===== src/rtl/ip_amba_apb_arbiter.sv =====
// Round-robin arbiter that shares one APB master port among NUM_REQ requesters.
// One transfer at a time: IDLE -> SETUP -> ACCESS -> RESP, or IDLE -> RESP on decode error.
module ip_amba_apb_arbiter #(
  parameter int NUM_REQ       = 4,
  parameter int PADDR_width   = 32,
  parameter int PWDATA_width  = 32,
  parameter int PRDATA_width  = 32,
  parameter int PSTRB_width   = PWDATA_width / 8,
  parameter int PSELx_width   = 2,
  parameter int SLV_ADDR_BITS = 12,
  parameter int TIMEOUT       = 16
) (
  input  logic                                    PCLK,
  input  logic                                    PRESETn,
  input  logic [NUM_REQ-1:0]                      req_valid,
  output logic [NUM_REQ-1:0]                      req_ready,
  input  logic [NUM_REQ-1:0]                      req_write,
  input  logic [NUM_REQ-1:0][PADDR_width-1:0]     req_addr,
  input  logic [NUM_REQ-1:0][PWDATA_width-1:0]    req_wdata,
  input  logic [NUM_REQ-1:0][PSTRB_width-1:0]     req_strb,
  input  logic [NUM_REQ-1:0][2:0]                 req_prot,
  output logic [NUM_REQ-1:0]                      rsp_valid,
  output logic [PRDATA_width-1:0]                 rsp_rdata,
  output logic                                    rsp_err,
  output logic [PADDR_width-1:0]                  PADDR,
  output logic [2:0]                              PPROT,
  output logic [PSELx_width-1:0]                  PSELx,
  output logic                                    PENABLE,
  output logic                                    PWRITE,
  output logic [PWDATA_width-1:0]                 PWDATA,
  output logic [PSTRB_width-1:0]                  PSTRB,
  input  logic                                    PREADY,
  input  logic [PRDATA_width-1:0]                 PRDATA,
  input  logic                                    PSLVERR
);

  localparam int IDX_W = (NUM_REQ > 1) ? $clog2(NUM_REQ) : 1;
  localparam int CNT_W = $clog2(TIMEOUT + 1);

  typedef struct packed {
    logic                    write;
    logic [PADDR_width-1:0]  addr;
    logic [PWDATA_width-1:0] wdata;
    logic [PSTRB_width-1:0]  strb;
    logic [2:0]              prot;
  } apb_req_t;

  typedef enum logic [1:0] {S_IDLE, S_SETUP, S_ACCESS, S_RESP} state_t;

  state_t                 state_q, state_nxt;
  logic [IDX_W-1:0]       last_grant_q, owner_q, win;
  logic                   win_found;
  apb_req_t               win_req;
  logic [PADDR_width-1:0] slv_idx;
  logic                   dec_ok;
  logic [CNT_W-1:0]       acc_cnt_q;
  logic                   timeout_hit;

  // Search starts one past the last winner, so every requester waits at most NUM_REQ-1 grants.
  always_comb begin
    win       = last_grant_q;
    win_found = 1'b0;
    for (int k = 1; k <= NUM_REQ; k++) begin
      if (!win_found && req_valid[IDX_W'((int'(last_grant_q) + k) % NUM_REQ)]) begin
        win_found = 1'b1;
        win       = IDX_W'((int'(last_grant_q) + k) % NUM_REQ);
      end
    end
  end

  always_comb begin
    win_req.write = req_write[win];
    win_req.addr  = req_addr[win];
    win_req.wdata = req_wdata[win];
    win_req.strb  = req_strb[win];
    win_req.prot  = req_prot[win];
    slv_idx       = win_req.addr >> SLV_ADDR_BITS;
    dec_ok        = (slv_idx < PADDR_width'(PSELx_width));
  end

  assign timeout_hit = (acc_cnt_q == CNT_W'(TIMEOUT));

  always_ff @(posedge PCLK) begin
    if (!PRESETn) state_q <= S_IDLE;
    else          state_q <= state_nxt;
  end

  always_comb begin
    state_nxt = state_q;
    unique case (state_q)
      S_IDLE:   if (win_found) state_nxt = dec_ok ? S_SETUP : S_RESP;
      S_SETUP:  state_nxt = S_ACCESS;
      S_ACCESS: if (PREADY || timeout_hit) state_nxt = S_RESP;
      S_RESP:   state_nxt = S_IDLE;
      default:  state_nxt = S_IDLE;
    endcase
  end

  // Datapath and registered outputs; PREADY wins over a timeout landing on the same cycle.
  always_ff @(posedge PCLK) begin
    if (!PRESETn) begin
      last_grant_q <= IDX_W'(NUM_REQ - 1);
      owner_q      <= '0;
      acc_cnt_q    <= '0;
      req_ready    <= '0;
      rsp_valid    <= '0;
      rsp_rdata    <= '0;
      rsp_err      <= 1'b0;
      PADDR        <= '0;
      PPROT        <= '0;
      PSELx        <= '0;
      PENABLE      <= 1'b0;
      PWRITE       <= 1'b0;
      PWDATA       <= '0;
      PSTRB        <= '0;
    end else begin
      req_ready <= '0;
      rsp_valid <= '0;
      unique case (state_q)
        S_IDLE: begin
          if (win_found) begin
            req_ready    <= NUM_REQ'(1) << win;
            owner_q      <= win;
            last_grant_q <= win;
            if (dec_ok) begin
              PSELx   <= PSELx_width'(1) << slv_idx;
              PENABLE <= 1'b0;
              PADDR   <= win_req.addr;
              PPROT   <= win_req.prot;
              PWRITE  <= win_req.write;
              PWDATA  <= win_req.write ? win_req.wdata : '0;
              PSTRB   <= win_req.write ? win_req.strb  : '0;
            end else begin
              rsp_valid <= NUM_REQ'(1) << win;
              rsp_rdata <= '0;
              rsp_err   <= 1'b1;
            end
          end
        end
        S_SETUP: begin
          PENABLE   <= 1'b1;
          acc_cnt_q <= CNT_W'(1);
        end
        S_ACCESS: begin
          if (PREADY || timeout_hit) begin
            rsp_valid <= NUM_REQ'(1) << owner_q;
            rsp_rdata <= (PREADY && !PWRITE) ? PRDATA : '0;
            rsp_err   <= PREADY ? PSLVERR : 1'b1;
            PSELx     <= '0;
            PENABLE   <= 1'b0;
            acc_cnt_q <= '0;
          end else begin
            acc_cnt_q <= acc_cnt_q + CNT_W'(1);
          end
        end
        default: ;
      endcase
    end
  end

endmodule


===== config.mk =====
export PLATFORM = sky130hd
export DESIGN_NAME = ip_amba_apb_arbiter
export DESIGN_NICKNAME = d
export VERILOG_FILES = /design/src/rtl/ip_amba_apb_arbiter.sv
export SDC_FILE = /design/constraint.sdc
export NUM_CORES = 1
export LEC_CHECK = 0
export ABC_AREA = 0
export CELL_PAD_IN_SITES_DETAIL_PLACEMENT = 0
export CELL_PAD_IN_SITES_GLOBAL_PLACEMENT = 2
export CORE_ASPECT_RATIO = 1.5
export CORE_MARGIN = 3
export CORE_UTILIZATION = 16
export DETAILED_ROUTE_END_ITERATION = 8
export PLACE_DENSITY_LB_ADDON = 0.1
export SLEW_MARGIN = 20
export SYNTH_ARGS = -nofsm -noshare
export SYNTH_HDL_FRONTEND = slang
export SYNTH_SLANG_ARGS = --single-unit

===== constraint.sdc =====
create_clock -name PCLK -period 2.2 [get_ports PCLK]
set_clock_uncertainty 0.05 [all_clocks]
set_input_delay 0.44 -clock PCLK [delete_from_list [all_inputs] [get_ports PCLK]]
set_output_delay 0.44 -clock PCLK [all_outputs]
set_load 0.02 [all_outputs]

==> results.md <==
* Mapped Area at 6390 um2
* Actual slew at the worst max-slew pin at 0.410 ns
* Clock latency on the worst-skew pair at 0.43 ns
* Crit-path max FO at 8
* Largest net degree at the start of global routing at 71
* FF/Latch Area at 2550 um2
* Placed cell areas at 11,900 um2
* # H-tree levels at 4
* Yosys top cell area share at 0.398
* Reg clk slew, reported paths at 0.06 ns
* IO buf count at 443
* Crit end category: flip-flop
* DRT iter0 DRCs at 267
* Avg Cell Area, Syn at 7.60 um2
* Max frequency at 0.429 GHz
* Die Ht at 251 um
* Layout Area Growth over Synthesis at 112%
* Total CTS buffers at 17
* Post-detail-place hpwl at 26,900 um
* Final setup fails at 70
* Post-synthesis cell count at 841
* DRC at 0
* GPL Wtd Cong at 0.767
* #FFs+latches synth at 127
* Combinational share of power at 0.559
* Clock Path Buffers at 2
* Post-DR wirelength/cell at 20.2 um
* Die width at 169 um
* Warnings from Yosys at 0
* Post-Layout Inst Area at 13,500 um2
* Count leader, synth: nand2_1
* Die ar. at 42,400 um2
* P_int at 8130 uW
* Min Tclk post-route at 2.33 ns
* # IOs at 444
* NumNets Final at 1,683
* Main area contributors after synthesis: dfxtp_1 (40%), nand2_1 (17%), nand3_1 (7.0%)
* Most instantiated cells after synthesis: nand2_1 (295), dfxtp_1 (127), nand3_1 (90), clkbuf_1 (49), a32o_1 (37)
* Initial Utilization at 0.162
* Distinct cells, synth at 48
* Drt via density at 4.20
* Max Cap Viol at 0
* CP arrival at 2.63 ns
* Asr flop ratio synth at 0
* Worst vdd ir at 0.426 mV
* Via count at 7,824
* Min-Delay Path Class: flip-flop to flip-flop
* WP buf/inv at 3
* CTS Hold Bufs at 0
* Post-route ant nets at 0
* Slew headroom at 0.724
* CTS tree: yes
* Switching share of power at 0.390
* Total track usage at 0.168
* Failing checks: setup timing
* Max-slew violations at 0
* Post-synth top area cell: dfxtp_1
* Pre-CTS setup slack at -0.799 ns
* DR pass1 iterations at 4
* Initial antenna violation count at 5
* Predominant post-synthesis flop cell: dfxtp_1
* Fin worst setup slack at -0.133 ns
* Sequential Power Share at 0.214
* Site Rows at 89
* Crit path kind: primary input to flip-flop
* Final hold violations at 0
* Leak Pwr at 0.00536 uW
* Total core area at 39,400 um2
* Period utilization at 1.06
* Fill count at 4,234
* CP delay by family, top: simple AND/OR/NAND/NOR gates
* Sequential area share after synthesis at 0.398
* CP max stage delay at 0.40 ns
* Critical Path Source Type: primary input
* Post-synth EDFFs at 0
* Pwr Density at 985 nW/um2
* Net Count, Synth at 1,174
* Share of total power in the clock network at 0.227
* Status: finished with violations
* Unrepaired setup endpoints after global routing: true
* Global-route wire length before repair at 53,200 um
* Detailed Route WL at 37,700 um
* Worst path cell trace: clkdlybuf4s50_1 > or3_4 > a311oi_4 > a211oi_4 > buf_4 > nor3_4 > or2_4 > clkbuf_16 > mux2i_1
* CTS sink cnt at 127
* Remaining Overflow, GRT at 0
* Vias in the first global route at 8,412
* Clk root buf: clkbuf_16
* Fraction of layout cells with a size suffix above 1 at 0.183
* Required time of the critical path at 2.50 ns
* Area of the multi-input gates at 3950 um2
* Switching power total at 5200 uW
* Slowest cell on the critical path: clkdlybuf4s50_1
[power groups by stage]
stage,logic (uW),clock network (uW),registers [uW]
finish,7450,3020,2850
global route,8110,3250,2900
detailed placement,6050,0,2880
floorplan,3030,0,3200
global placement,6080,0,2880
CTS,6790,3160,2840
[path summary, 6_finish.rpt]
kind	to	slack [ns]	depth (start not counted)	startpoint
min	rsp_rdata[24]$_SDFFE_PN0P_	0.41	2	rsp_rdata[24]$_SDFFE_PN0P_
min reg2reg	rsp_rdata[24]$_SDFFE_PN0P_	0.41	2	rsp_rdata[24]$_SDFFE_PN0P_
max	rsp_rdata[19]$_SDFFE_PN0P_	-0.13	9	req_addr[46]
max reg2reg	PWDATA[3]$_SDFFE_PN0P_	-0.13	9	last_grant_q[0]$_SDFFE_PN1P_
[cell type report]
class	instances	share of cell area
Sequential cell	127	0.188
Clock inverter	14	0.0132
Clock buffer	18	0.0317
Timing Repair Buffer	554	0.425
Multi-Input combinational cell	639	0.292
Antenna cell	2	0.000370
Tap cell	500	0.0462
Inverter	11	0.00305
[stage by stage]
| step | std cells | TNS, ns | hold WS, ns | total power, uW | utilization |
|---|---|---|---|---|---|
| finish | 1865 | -5.71 | 0.409 | 13300 | 0.343 |
| global placement | 1781 | -82.50 | 0.393 | 8950 | 0.302 |
| CTS | 1842 | -3.69 | 0.412 | 12800 | 0.333 |
| detailed placement | 1781 | -85.68 | 0.393 | 8930 | 0.302 |
| floorplan | 841 | -2.20 | 0.419 | 6230 | - |
| global route | 1865 | -15.18 | 0.428 | 14300 | 0.343 |
[tightest hold or removal path, cell delays in order (launching register included)]
cell and delay (ns):
dfxtp_1 0.31, nand2_1 0.05, mux2i_1 0.05
[cells in the final DEF, fill, tap and decap left out, types with 4 or more instances in the layout]
cell             count
and2_1              12
clkbuf_2            26
clkdlybuf4s15_1     14
nor4_2              11
and2_4              10
o211ai_1            16
o21ai_0              8
nand3_1             88
buf_6               18
a32o_1              37
dlygate4sd2_1       21
nand2_1            294
nor2b_4              4
ha_1                 5
nor2_1              16
nor3_1               4
mux2i_1             32
a21oi_1             17
dlymetal6s2s_1       4
nor4_4               5
nand2b_1            13
buf_4               59
inv_1               11
buf_16              14
nand4_1              6
inv_6                5
buf_12              14
dfxtp_1            124
buf_2                4
clkbuf_16           24
clkdlybuf4s50_1    371
[state kept, by name (all words and copies together) (netlist names)]
name and flops:
PPROT 3, req_ready 4, rsp_err 1, PENABLE 1
PWRITE 1, acc_cnt_q 5, PADDR 32, last_grant_q 2
rsp_rdata 32, PWDATA 32, PSELx 2, state_q 2
owner_q 2, PSTRB 4, rsp_valid 4
[metal layers]
metal  up-vias  wire length [um]  global-route usage
li1       3915                 -                   -
met1      3609             13500               0.170
met2       271             21000               0.325
met3        23              2700              0.0582
met4         6               398              0.0374
met5         -                46                   0
[kinds of logic (layout without fill, tap and decap cells)]
kind of cell | Yosys count | count (layout) | synth area share
buffers and inverters | 75 | 597 | 0.0536
other | 0 | 2 | 0
AO/OA/AOI/OAI | 105 | 105 | 0.132
flip-flops | 127 | 127 | 0.398
AND/OR/NAND/NOR | 489 | 489 | 0.343
XOR/XNOR | 3 | 3 | 0.00411
adder cells (fa/ha/maj) | 5 | 5 | 0.00979
multiplexers | 37 | 37 | 0.0603
[timing repair]
| action | in CTS | in global routing |
|---|---|---|
| pin swaps | 17 | 51 |
| cloned | 14 | 7 |
| endpoints found under the setup margin | 113 | 112 |
| setup buffers | 15 | 21 |
| resized for setup | 129 | 135 |
(Power assumes the default switching activity.)
==> RTL edit (same settings) <==
Change the parameter `PSELx_width` from 2 to 1.
--- a/src/rtl/ip_amba_apb_arbiter.sv
+++ b/src/rtl/ip_amba_apb_arbiter.sv
@@ -8,3 +8,3 @@
   parameter int PSTRB_width   = PWDATA_width / 8,
-  parameter int PSELx_width   = 2,
+  parameter int PSELx_width   = 1,
   parameter int SLV_ADDR_BITS = 12,
Interface: changed (resized PSELx); port bits go from 444 to 443. No check against the original RTL was run, so the function may have changed too.
==> RTL edit against the original RTL <==
  * Area after synthesis about the same
  * Wire length down 15%
  * Die area about the same
  * Via count down 14%
  * Critical path type unchanged
  * Count of clock-buffer cells in the layout up 4
  * Synthesized cell count down 23%
  * Sequential cell count down 1
  * Power down 8.6%
  * Setup slack better by 0.16 ns
  * Design area down 4.6%
==> RTL edit: results (changes against the original RTL) <==
* Status: complete, no violations (was complete, but fails checks)
* Num sequential at 126 (was 127)
* # diodes at 0 (was 2)
* Metal2 WL at 17.2 mm (was 21.0 mm)
* Sw frac at 0.352 (was 0.390)
* Worst path max stage delay at 0.32 ns (was 0.40 ns)
* M2 GR Usage at 0.268 (was 0.325)
* P_comb at 6.52 mW (was 7.45 mW)
* Vias in the first global route at 7255 (was 8412)
* Seq pwr at 2.81 mW (was 2.85 mW)
* Critical Path AT at 2.43 ns (was 2.63 ns)
* Hold EP: rsp_rdata[19] (was rsp_rdata[24])
* Placed instance count at 1607 (was 1781)
* Total GRT Usage at 0.144 (was 0.168)
* Fin nets at 1462 (was 1683)
* Setup WS pre-CTS at -0.739 ns (was -0.799 ns)
* Ratio of cells with drive above 1 in the final layout at 0.189 (was 0.183)
* XOR/XNOR Fraction of Synth Area at 0.00411 (about the same)
* Signal buffers share of area at 0.416 (was 0.425)
* Initial antenna violation count at 1 (was 5)
* Area after DPL at 0.0119 mm2 (about the same)
* Hold Startpoint: PRESETn (was rsp_rdata[24])
* Filler instances at 4089 (was 4234)
* Synth area leaders: dfxtp_1 (39%), mux4_2 (18%), nand2_1 (8.0%), mux2i_1 (5.2%), o21ai_1 (4.1%) (was dfxtp_1 (40%), nand2_1 (17%), nand3_1 (7.0%), a32o_1 (5.8%), mux2i_1 (5.3%))
* Post-route cell area at 0.0129 mm2 (was 0.0135 mm2)
* Post-synth top cells: nand2_1 (136), dfxtp_1 (126), mux4_2 (52), o21ai_1 (52), nand3_1 (46) (was nand2_1 (295), dfxtp_1 (127), nand3_1 (90), clkbuf_1 (49), a32o_1 (37))
* Signal buffers at 514 (was 554)
* Flop pwr share at 0.230 (was 0.214)
* DRT met1 WL at 11.9 mm (was 13.5 mm)
* Worst reg2reg path depth at 10 (was 9)
* HP Class: input port to flip-flop (was flip-flop to flip-flop)
* Final setup vio count at 0 (was 70)
* First-pass GRT wire length at 45.8 mm (was 53.2 mm)
* Invs w/o clock at 6 (was 11)
* Hpwl dp at 25.2 mm (was 26.9 mm)
* Synth Area in Compound Gates at 0.0783 (was 0.132)
* Crit. Startpoint: req_addr[90] (was req_addr[46])
* Reg2reg end: rsp_rdata[1] (was PWDATA[3])
* Mean Syn Cell Area at 9.83 um2 (was 7.60 um2)
* Clock-cell share at 0.0455 (was 0.0449)
* Post-Synth Adder-Cell Area at 0.00979 (about the same)
* Met1 Resource Use GR at 0.153 (was 0.170)
-- RTL edit: cell types whose count changed in the layout (fill, tap and decap cells not counted), sizes merged, moves of 14 or more --
| cell | change |
|---|---|
| nand3 | -34 |
| o21ai | +52 |
| clkdlybuf4s15 | -14 |
| mux4 | +51 |
| dlygate4sd2 | -18 |
| o211ai | -16 |
| dlymetal6s2s | +47 |
| and2 | -18 |
| buf | -40 |
| nand2 | -159 |
| a32o | -37 |
| clkdlybuf4s50 | +15 |
| and3 | +18 |
| clkbuf | -26 |
-- RTL edit: per-stage QoR --
stage / utilization / TNS (ns)
2_1_floorplan: - / 0
3_5_place_dp: 0.301 / -68.31
4_1_cts: 0.320 / -6.99
6_report: 0.327 / 0
3_3_place_gp: 0.301 / -67.80
5_1_grt: 0.327 / -1.78
